--- config.mk ---
export PLATFORM = sky130hd
export DESIGN_NAME = hash_accel_ctrl
export DESIGN_NICKNAME = d
export VERILOG_FILES = /design/src/rtl/hash_accel_pkg.sv /design/src/rtl/hash_accel_dpram.sv /design/src/rtl/hash_accel_ctrl.sv
export SDC_FILE = /design/constraint.sdc
export NUM_CORES = 2
export LEC_CHECK = 0
export BUFFER_PORTS_ARGS = -buffer_cell sky130_fd_sc_hd__buf_2
export CELL_PAD_IN_SITES_DETAIL_PLACEMENT = 0
export CELL_PAD_IN_SITES_GLOBAL_PLACEMENT = 2
export CORE_UTILIZATION = 40
export CTS_CLUSTER_DIAMETER = 50
export CTS_CLUSTER_SIZE = 28
export DETAILED_ROUTE_END_ITERATION = 8
export PLACE_DENSITY_LB_ADDON = 0.1
export SYNTH_ARGS = -nofsm -noshare
export SYNTH_HDL_FRONTEND = slang
export SYNTH_SLANG_ARGS = --single-unit
export TNS_END_PERCENT = 50
--- constraint.sdc ---
create_clock -name clk_i -period 2.73 [get_ports clk_i]
set_input_delay 0.4095 -clock clk_i [delete_from_list [all_inputs] [get_ports clk_i]]
set_output_delay 0.4095 -clock clk_i [all_outputs]
set_load 0.03 [all_outputs]
--- src/rtl/hash_accel_pkg.sv ---
// hash_accel_pkg
// Shared definitions for the hash accelerator bus controller:
//   - FSM state encoding (also reported in the LEN status word)
//   - bus address window codes (bus_addr[31:28])
//   - default buffer geometry
//   - small helpers for length clamping and status-word packing
package hash_accel_pkg;

  localparam int DEF_DATA_DEPTH = 256;
  localparam int DEF_HASH_BYTES = 32;

  localparam logic [3:0] WIN_LEN  = 4'h1;
  localparam logic [3:0] WIN_DATA = 4'h2;
  localparam logic [3:0] WIN_HASH = 4'h3;

  typedef enum logic [2:0] {
    ST_IDLE  = 3'd0,
    ST_LOAD  = 3'd1,
    ST_START = 3'd2,
    ST_RUN   = 3'd3,
    ST_DONE  = 3'd4
  } state_e;

  // Requested message length saturated to the message buffer depth.
  function automatic logic [31:0] clamp_len(input logic [31:0] req_len,
                                            input logic [31:0] depth);
    return (req_len > depth) ? depth : req_len;
  endfunction

  // LEN window read-back: {state, 13'b0, len[15:0]}.
  function automatic logic [31:0] status_word(input logic [2:0]  st,
                                              input logic [15:0] len_lo);
    return {st, 13'd0, len_lo};
  endfunction

endpackage

--- src/rtl/hash_accel_dpram.sv ---
// hash_accel_dpram
// Generic single-write / single-read byte RAM with a registered read port,
// matching the 1-cycle latency the HLS core expects from a BRAM.
// Ports:
//   clk_i, rst_i       clock, synchronous active-high reset (read register only)
//   we_i/waddr_i/wdata_i   write port
//   re_i/raddr_i/rdata_o   read port, rdata_o updates the cycle after re_i
// Storage contents are not reset.
module hash_accel_dpram #(
  parameter int DEPTH = 256,
  parameter int WIDTH = 8,
  parameter int AW    = $clog2(DEPTH)
) (
  input  logic             clk_i,
  input  logic             rst_i,
  input  logic             we_i,
  input  logic [AW-1:0]    waddr_i,
  input  logic [WIDTH-1:0] wdata_i,
  input  logic             re_i,
  input  logic [AW-1:0]    raddr_i,
  output logic [WIDTH-1:0] rdata_o
);

  logic [WIDTH-1:0] mem_r [DEPTH];

  // Write port: storage array, no reset.
  always_ff @(posedge clk_i) begin
    if (we_i) begin
      mem_r[waddr_i] <= wdata_i;
    end
  end

  // Read port: registered output, cleared by reset, held when not enabled.
  always_ff @(posedge clk_i) begin
    if (rst_i) begin
      rdata_o <= {WIDTH{1'b0}};
    end else if (re_i) begin
      rdata_o <= mem_r[raddr_i];
    end
  end

endmodule

--- src/rtl/hash_accel_ctrl.sv ---
// hash_accel_ctrl
// UDM-bus-side sequencer for the hash accelerator core. Accepts a length,
// collects that many message bytes, starts the core (ap_ctrl_hs), and then
// serves the digest back one byte per HASH-window read.
// Ports:
//   clk_i, rst_i                 clock, synchronous active-high reset
//   bus_*                        UDM bus: req/we/addr/be/wdata in, ack/resp/rdata out
//   len_o                        clamped message length for the core
//   ap_start_o, ap_done_i, ap_idle_i, ap_ready_i   core handshake
//   data_address0_i/ce0_i/q0_o   core read port into the message buffer
//   hash_*0_i, hash_*1_i         core write ports into the digest buffer
//   busy_o                       high while in START or RUN
module hash_accel_ctrl
  import hash_accel_pkg::*;
#(
  parameter int DATA_DEPTH = DEF_DATA_DEPTH,
  parameter int HASH_BYTES = DEF_HASH_BYTES,
  parameter int AW         = $clog2(DATA_DEPTH),
  parameter int HW         = $clog2(HASH_BYTES)
) (
  input  logic          clk_i,
  input  logic          rst_i,
  input  logic          bus_req_i,
  input  logic          bus_we_i,
  input  logic [31:0]   bus_addr_i,
  input  logic [3:0]    bus_be_i,
  input  logic [31:0]   bus_wdata_i,
  output logic          bus_ack_o,
  output logic          bus_resp_o,
  output logic [31:0]   bus_rdata_o,
  output logic [31:0]   len_o,
  output logic          ap_start_o,
  input  logic          ap_done_i,
  input  logic          ap_idle_i,
  input  logic          ap_ready_i,
  input  logic [AW-1:0] data_address0_i,
  input  logic          data_ce0_i,
  output logic [7:0]    data_q0_o,
  input  logic [HW-1:0] hash_address0_i,
  input  logic [HW-1:0] hash_address1_i,
  input  logic          hash_ce0_i,
  input  logic          hash_ce1_i,
  input  logic          hash_we0_i,
  input  logic          hash_we1_i,
  input  logic [7:0]    hash_d0_i,
  input  logic [7:0]    hash_d1_i,
  output logic          busy_o
);

  localparam logic [2:0] S_IDLE  = ST_IDLE;
  localparam logic [2:0] S_LOAD  = ST_LOAD;
  localparam logic [2:0] S_START = ST_START;
  localparam logic [2:0] S_RUN   = ST_RUN;
  localparam logic [2:0] S_DONE  = ST_DONE;

  logic [2:0]    state_r;
  logic [2:0]    state_nx_s;
  logic [31:0]   len_r;
  logic [AW:0]   wr_ptr_r;
  logic [AW:0]   wr_ptr_inc_s;
  logic [HW-1:0] rd_ptr_r;
  logic          ap_start_r;
  logic          busy_r;
  logic          resp_r;
  logic [31:0]   rdata_r;
  logic [31:0]   rdata_nx_s;
  logic [7:0]    hash_mem_r [HASH_BYTES];

  logic [3:0]    win_s;
  logic          wr_s;
  logic          rd_s;
  logic          len_wr_s;
  logic          data_wr_s;
  logic          hash_rd_s;
  logic [31:0]   clamp_s;
  logic          load_last_s;

  // Inputs with no functional role here; kept for interface completeness.
  logic          unused_ok_s;
  assign unused_ok_s = &{1'b0, bus_be_i, bus_addr_i[27:0], ap_idle_i, ap_ready_i};

  // The block never stalls, so every request is accepted immediately.
  assign bus_ack_o = bus_req_i;

  assign win_s        = bus_addr_i[31:28];
  assign wr_s         = bus_req_i & bus_we_i;
  assign rd_s         = bus_req_i & ~bus_we_i;
  assign clamp_s      = clamp_len(bus_wdata_i, 32'(DATA_DEPTH));
  assign wr_ptr_inc_s = wr_ptr_r + {{AW{1'b0}}, 1'b1};
  assign load_last_s  = (32'(wr_ptr_inc_s) == len_r);

  // LEN writes restart a transfer only while the core is not running.
  assign len_wr_s  = wr_s && (win_s == WIN_LEN) &&
                     ((state_r == S_IDLE) || (state_r == S_LOAD) || (state_r == S_DONE));
  assign data_wr_s = wr_s && (win_s == WIN_DATA) && (state_r == S_LOAD);
  // Digest pops only once the core has finished; otherwise the read yields 0.
  assign hash_rd_s = rd_s && (win_s == WIN_HASH) && (state_r == S_DONE);

  // Next-state logic for the transfer sequencer.
  always_comb begin
    state_nx_s = state_r;
    case (state_r)
      S_IDLE, S_DONE: begin
        if (len_wr_s) begin
          state_nx_s = (clamp_s == 32'd0) ? S_START : S_LOAD;
        end else begin
          state_nx_s = state_r;
        end
      end
      S_LOAD: begin
        if (len_wr_s) begin
          state_nx_s = (clamp_s == 32'd0) ? S_START : S_LOAD;
        end else if (data_wr_s && load_last_s) begin
          state_nx_s = S_START;
        end else begin
          state_nx_s = S_LOAD;
        end
      end
      S_START: begin
        state_nx_s = S_RUN;
      end
      S_RUN: begin
        if (ap_done_i) begin
          state_nx_s = S_DONE;
        end else begin
          state_nx_s = S_RUN;
        end
      end
      default: begin
        state_nx_s = S_IDLE;
      end
    endcase
  end

  // State, length, pointers, and the start/busy outputs (registered from next state
  // so ap_start drops in the same cycle the FSM enters DONE).
  always_ff @(posedge clk_i) begin
    if (rst_i) begin
      state_r    <= S_IDLE;
      len_r      <= 32'd0;
      wr_ptr_r   <= {(AW+1){1'b0}};
      rd_ptr_r   <= {HW{1'b0}};
      ap_start_r <= 1'b0;
      busy_r     <= 1'b0;
    end else begin
      state_r    <= state_nx_s;
      ap_start_r <= (state_nx_s == S_START) || (state_nx_s == S_RUN);
      busy_r     <= (state_nx_s == S_START) || (state_nx_s == S_RUN);
      if (len_wr_s) begin
        len_r    <= clamp_s;
        wr_ptr_r <= {(AW+1){1'b0}};
        rd_ptr_r <= {HW{1'b0}};
      end else begin
        if (data_wr_s) begin
          wr_ptr_r <= wr_ptr_inc_s;
        end
        if (hash_rd_s) begin
          rd_ptr_r <= rd_ptr_r + HW'(1);
        end
      end
    end
  end

  // Digest register file: two core write ports, port 1 written last so it wins a collision.
  always_ff @(posedge clk_i) begin
    if (hash_ce0_i && hash_we0_i) begin
      hash_mem_r[hash_address0_i] <= hash_d0_i;
    end
    if (hash_ce1_i && hash_we1_i) begin
      hash_mem_r[hash_address1_i] <= hash_d1_i;
    end
  end

  // Read-data selection by address window.
  always_comb begin
    rdata_nx_s = 32'd0;
    if (rd_s) begin
      case (win_s)
        WIN_LEN: begin
          rdata_nx_s = status_word(state_r, len_r[15:0]);
        end
        WIN_HASH: begin
          if (hash_rd_s) begin
            rdata_nx_s = {24'd0, hash_mem_r[rd_ptr_r]};
          end else begin
            rdata_nx_s = 32'd0;
          end
        end
        default: begin
          rdata_nx_s = 32'd0;
        end
      endcase
    end else begin
      rdata_nx_s = 32'd0;
    end
  end

  // Registered read response: single-cycle resp pulse one cycle after the request.
  always_ff @(posedge clk_i) begin
    if (rst_i) begin
      resp_r  <= 1'b0;
      rdata_r <= 32'd0;
    end else begin
      resp_r  <= rd_s;
      rdata_r <= rdata_nx_s;
    end
  end

  hash_accel_dpram #(
    .DEPTH (DATA_DEPTH),
    .WIDTH (8),
    .AW    (AW)
  ) u_msg_ram (
    .clk_i   (clk_i),
    .rst_i   (rst_i),
    .we_i    (data_wr_s),
    .waddr_i (wr_ptr_r[AW-1:0]),
    .wdata_i (bus_wdata_i[7:0]),
    .re_i    (data_ce0_i),
    .raddr_i (data_address0_i),
    .rdata_o (data_q0_o)
  );

  assign bus_resp_o  = resp_r;
  assign bus_rdata_o = rdata_r;
  assign len_o       = len_r;
  assign ap_start_o  = ap_start_r;
  assign busy_o      = busy_r;

endmodule
Word level (Yosys, flattened, before mapping)
Memories as Yosys holds them, arrays and structs flattened. A register that Yosys moved wholly into a read port is not among the register bits.
Index checks and enable logic that the tools add are counted.
{ "word_totals": {"reg_bits": 83, "mem_count": 2, "ramBits": 2304, "out_inout_bits": 76, "inputBits": 114} }
{ "mem_list": {"columns": ["name", "depth", "width", "read_ports", "rd_clocked_by_memory_dff", "write_ports", "line_no", "source"], "rows": [
  ["u_msg_ram.mem_r", 256, 8, 1, 1, 1, "hash_accel_dpram.sv:24", "logic [WIDTH-1:0] mem_r [DEPTH];"],
  ["hash_mem_r", 32, 8, 1, 1, 2, "hash_accel_ctrl.sv:67", "logic [7:0] hash_mem_r [HASH_BYTES];"]
]} }
{ "classes": {"eq_ne": 10, "bitwise_logic": 4, "n_reduce_logical": 17, "n_mux": 17, "addsub": 2, "order_cmp": 1} }
{ "ops": {"columns": ["op", "count"], "rows": [
  ["one-hot mux 32 bit (2 select lines)", 1],
  ["equality test 9 x 32 -> 1 bit", 1],
  ["greater-than comparator 32 x 9 -> 1 bit (second input constant)", 1],
  ["logical NOT 32 bit", 1],
  ["2-to-1 mux 32 bit", 1],
  ["equality test 3 x 2 -> 1 bit (second input constant)", 4],
  ["one-hot mux 3 bit (4 select lines)", 1],
  ["2-to-1 mux 5 bit", 2],
  ["adder 9 x 1 -> 9 bit (second input constant)", 1],
  ["logical AND 1 bit", 9],
  ["equality test 4 x 2 -> 1 bit (second input constant)", 2],
  ["2-to-1 mux 8 bit", 1],
  ["2-to-1 mux 1 bit", 6],
  ["2-to-1 mux 2 bit", 3],
  ["2-to-1 mux 3 bit", 2],
  ["OR reduction 2 bit", 3],
  ["adder 5 x 1 -> 5 bit (second input constant)", 1],
  ["equality test 4 x 1 -> 1 bit (second input constant)", 1],
  ["equality test 3 x 1 -> 1 bit (second input constant)", 1],
  ["equality test 3 bit (second input constant)", 1],
  ["logical NOT 3 bit", 1],
  ["logical OR 1 bit", 3],
  ["AND 1 bit", 2],
  ["inverter 1 bit", 2]
]} }

Logic depth before layout (Yosys ltp)
{ "logic_depth": {"depth_word": 9, "depth_mapped": 13, "ltp_nobuf": 9} }

Cells and area by module
Synthesis repeated with hierarchy kept, for this count alone.
{ "hier_totals": {"cells_unflattened": 5084, "hier_area_um2": 97095.6} }
{ "by_module_without_submodules": {"columns": ["mod", "n_inst", "area_each_um2", "cells_per_inst", "seq_area_each_um2"], "rows": [
  ["hash_accel_dpram", 1, 80524.7, 3938, 61659.1],
  ["hash_accel_ctrl", 1, 16570.9, 1146, 9188.8]
]} }

Worst setup path after synthesis
OpenSTA, ideal clock, no wires.
{ "synth_timing": {"path_kind": "input to register", "from": "in bus_addr_i[31]", "to": "mem u_msg_ram.mem_r[234][0] (enable)", "required_ns": 2.360, "setup_slack_ns": -0.113, "arrival_time_ns": 2.472, "stages": 7, "cell_sequence": "or2_1 > nor4_1 > clkbuf_1 > clkbuf_1 > nand3_1 > clkbuf_1 > nor2_1"} }
{ "synth_between": {"elab_chain_cells": 5} }
{ "synth_rtl": {"columns": ["item", "line_no", "source"], "rows": [
  ["start, declared", "hash_accel_ctrl.sv:25", "input logic [31:0] bus_addr_i,"],
  ["equality test 4 x 2 -> 1 bit", "hash_accel_ctrl.sv:95", "assign data_wr_s = wr_s && (win_s == WIN_DATA) && (state_r == S_LOAD);"],
  ["logical AND 1 bit (2 in series)", "hash_accel_ctrl.sv:95", null],
  ["2-to-1 mux 1 bit", "hash_accel_dpram.sv:28", "if (we_i) begin"],
  ["2-to-1 mux 1 bit (implied by the code)", "hash_accel_dpram.sv:29", "mem_r[waddr_i] <= wdata_i;"],
  ["end, declared", "hash_accel_dpram.sv:24", null]
]} }
Every way passes these cells.

==> key figures <==
Power and ir drop
  – Switching share of power: 22.7%
  – Combinational share of power: 5.2%
  – Seq pwr share: roughly half
  – Power per cell area: 710 nW/um2
  – Peak VDD IR: 0.476 mV
  – Net load switching power: 18.9 mW
  – Leakage power: approximately 40 nW
  – Clock network fraction of total power: 46.4%
  – Cell Int Power: 64.2 mW

Final layout
  – Final Instance Area: 117,000 um2
  – Fin util: a little under 50%
  – Nets: between 6k and 7k
  – Layout cell share with drive strength beyond 1: 37.8%
  – Layout area overhead: 21.6%

Route
  – Initial DRC Count: 4,745
  – Drt wl/cell: 30.9 um
  – DRT Pass-1 Iters: 5
  – Vias: slightly above 50k
  – Remaining DRCs: 0
  – Drt total wl: 289 mm
  – Final ANT Viol Nets: 0
  – Vias per cell: ~5.5

Synth
  – Syn avg cell area: between 15 and 20 um2
  – Top-count cell post-synth: edfxtp_1
  – Post-synthesis sequential area ratio: about three quarters
  – Most common flop cell mapped by yosys: edfxtp_1
  – Area leader, netlist: edfxtp_1
  – Share of the synthesized area in the top cell type: about 72%
  – Yosys cell types: 76
  – Top cells by area, synth: edfxtp_1, mux4_2, mux2_2
  – Flops & latches, synth: ~2.4k
  – Mapped Area: around 96,000 um2
  – Asr flop ratio synth: 0%
  – Cells after synthesis: 4,905
  – Most instantiated cells after synthesis: edfxtp_1, mux4_2, nor2_1
  – Syn. warnings: 0
  – EDFF count, synth: 2,304

Clocking
  – H-tree Lvls: 5
  – Clock transition at path regs: 70 ps
  – Clk buf depth: 4
  – TritonCTS Sinks: 2,387
  – CTS tree: done
  – Clock Latency Late Sink: between 900 and 1000 ps
  – Root Buffer: clkbuf_16
  – CTS buffer count: roughly 290

Critical path
  – WP buf/inv: 1
  – CP Launch Type: flip-flop
  – WS Path Type: flip-flop to flip-flop
  – Max FO, Critical Path: 1
  – Crit path DAT: 3600 ps
  – CP endpoint kind: flip-flop
  – Worst path cell trace: mux4_1 > a22o_1 > nor4_2 > buf_4 > or4_1 > a211oi_1 > a32oi_1 > o41ai_1
  – R2r startpoint: u_msg_ram.mem_r[66][4]
  – CP top delay family: simple AND/OR/NAND/NOR gates
  – Slowest CP cell: nor4_2
  – Crit path largest cell delay: roughly 630 ps
  – Required @ worst endpoint: around 3600 ps
  – CP Launch Point: u_msg_ram.mem_r[66][4]

Timing
  – Fin. max-slew vios: 0
  – Worst Tran Pin Value: 1260 ps
  – Slew headroom: 15.9%
  – RSZ-0062 raised after global routing: false
  – Max Freq: 0.360 GHz
  – Period minus WS final: 2780 ps
  – Hold Vio Cnt, Final: 0
  – Setup TNS Final: -51.3 ps
  – Final period utilization: 102%
  – Final Worst Setup Slack: -51.3 ps
  – # setup viols final: 1
  – Setup Skew: 70.9 ps

Flow run
  – Max Cap Violations: 0

Floorplanning
  – Core Area: 239,000 um2
  – FP Rows: between 150 and 200
  – Initial core utilization: 40.3%
  – Die area: 243,000 um2
  – DIE WIDTH: just under 500 um
  – Die Ht: 492 um
  – # IOs: 190

GRT
  – Overflow after GRT: 0
  – Initial antenna violation count: 13
  – Global-route usage over all layers: about a quarter
  – First-pass GRT wire length: 406 mm
  – Largest net degree at the start of global routing: 170
  – Vias in the first global route: roughly 53k

Outcome
  – Status: complete, but fails checks
  – Failing checks: negative setup slack

Placed design
  – Buffers on Ports: 142
  – Area of placed instances: 107,000 um2
  – Dpl hpwl: 190 mm
  – Final Wtd Congestion: 0.833

Hold path
  – Hold_sp: bus_wdata_i[2]
  – Worst Hold Class: primary input to flip-flop
-- state kept, by name, indices dropped and copies added, names as in the netlist, named ones only --
signal / cells
bus_rdata_o: 19
u_msg_ram.mem_r: 2048
bus_resp_o: 1
rd_ptr_r: 5
wr_ptr_r: 9
hash_mem_r: 256
len_o: 32
state_r: 3
busy_o: 1
u_msg_ram.rdata_o: 8
-- worst register-to-register path: stages (launching register included) --
cell and delay, ps:
edfxtp_1 420, mux4_1 540, a22o_1 210, nor4_2 630, buf_4 230, or4_1 100, a211oi_1 110, a32oi_1 290
o41ai_1 100
-- cell families after synthesis --
family / share of synthesized area [%]
buf+inv: 2.14
other cells: 0.00390
compound gates: 2.96
xor+xnor: 0.182
flops: 73.6
mux: 17.7
simple gates: 3.35
fa+ha+maj: 0.0650
-- metal layers --
metal  part of all wire [%]  global-route usage [%]
met5                      0                       0
met4                    2.1                    5.81
met3                    5.9                    4.02
met2                     47                    37.9
met1                     45                    34.2
-- stage by stage --
step | hold slack, ps | setup slack (ps) | std cells | power [mW]
4_1_cts | 7.56 | 30.4 | 9339 | 83.9
3_3_place_gp | 464 | -1210 | 8824 | 45.3
3_5_place_dp | 471 | -1150 | 8824 | 45.3
2_1_floorplan | 485 | -113 | 4917 | 43.0
6_report | 33.9 | -51.3 | 9341 | 83.1
5_1_grt | 15.9 | 0.806 | 9340 | 85.4
-- cell usage in the layout, fill, tap and decap left out, drive strengths merged, types with 13 or more instances in the layout --
cell / Yosys / layout
mux4: 508 / 508
buf: 163 / 1082
inv: 6 / 69
and2: 30 / 30
nand3: 43 / 43
mux2i: 251 / 251
bufinv: 0 / 22
nor2b: 17 / 17
o221ai: 51 / 51
a31oi: 15 / 15
a22oi: 39 / 39
clkbuf: 179 / 315
clkinvlp: 0 / 20
o22ai: 96 / 96
and3: 18 / 18
dfxtp: 83 / 83
clkinv: 1 / 84
nor2: 354 / 354
nor3: 32 / 32
o21ai: 53 / 53
conb: 1 / 13
nand2: 114 / 114
nor4: 29 / 29
a2111oi: 21 / 21
nand4: 16 / 16
a211oi: 21 / 21
a21oi: 57 / 57
a22o: 16 / 16
mux2: 265 / 265
edfxtp: 2304 / 2304
-- cell type report --
cell class	instances	area, um2
fillers	19800	122000
flip-flops and latches	2387	70900
multi-input cells	2181	23500
repair buffers	1094	9080
clock buffers	315	7420
well taps	3167	3960
clock inverters	188	2150
inverters	7	31.3
diodes	2	5.00
-- timing repair --
action	CTS	global route
endpoints found under the setup margin	3	8
setup buffers	0	0
hold endpoints to repair	40	0
resized for setup	8	4
gates cloned	0	0
hold buffers	12	0
-- power groups by stage --
| stage | Sequential (mW) | Clock, mW | Combinational (mW) |
|---|---|---|---|
| floorplan | 41.0 | 0 | 1.96 |
| global placement | 41.0 | 0 | 4.28 |
| detailed placement | 41.0 | 0 | 4.31 |
| CTS | 40.2 | 39.3 | 4.33 |
| global route | 40.2 | 40.7 | 4.50 |
| finish | 40.2 | 38.5 | 4.29 |
-- final timing paths --
path	end	slack, ps	depth (start not counted)
setup / recovery	u_msg_ram.rdata_o[4]	-50	8
hold / removal	u_msg_ram.mem_r[28][2]	30	2
setup reg to reg	u_msg_ram.rdata_o[4]	-50	8
hold reg to reg	len_o[21]	480	1
No activity file was read; power rests on OpenSTA's default activity.
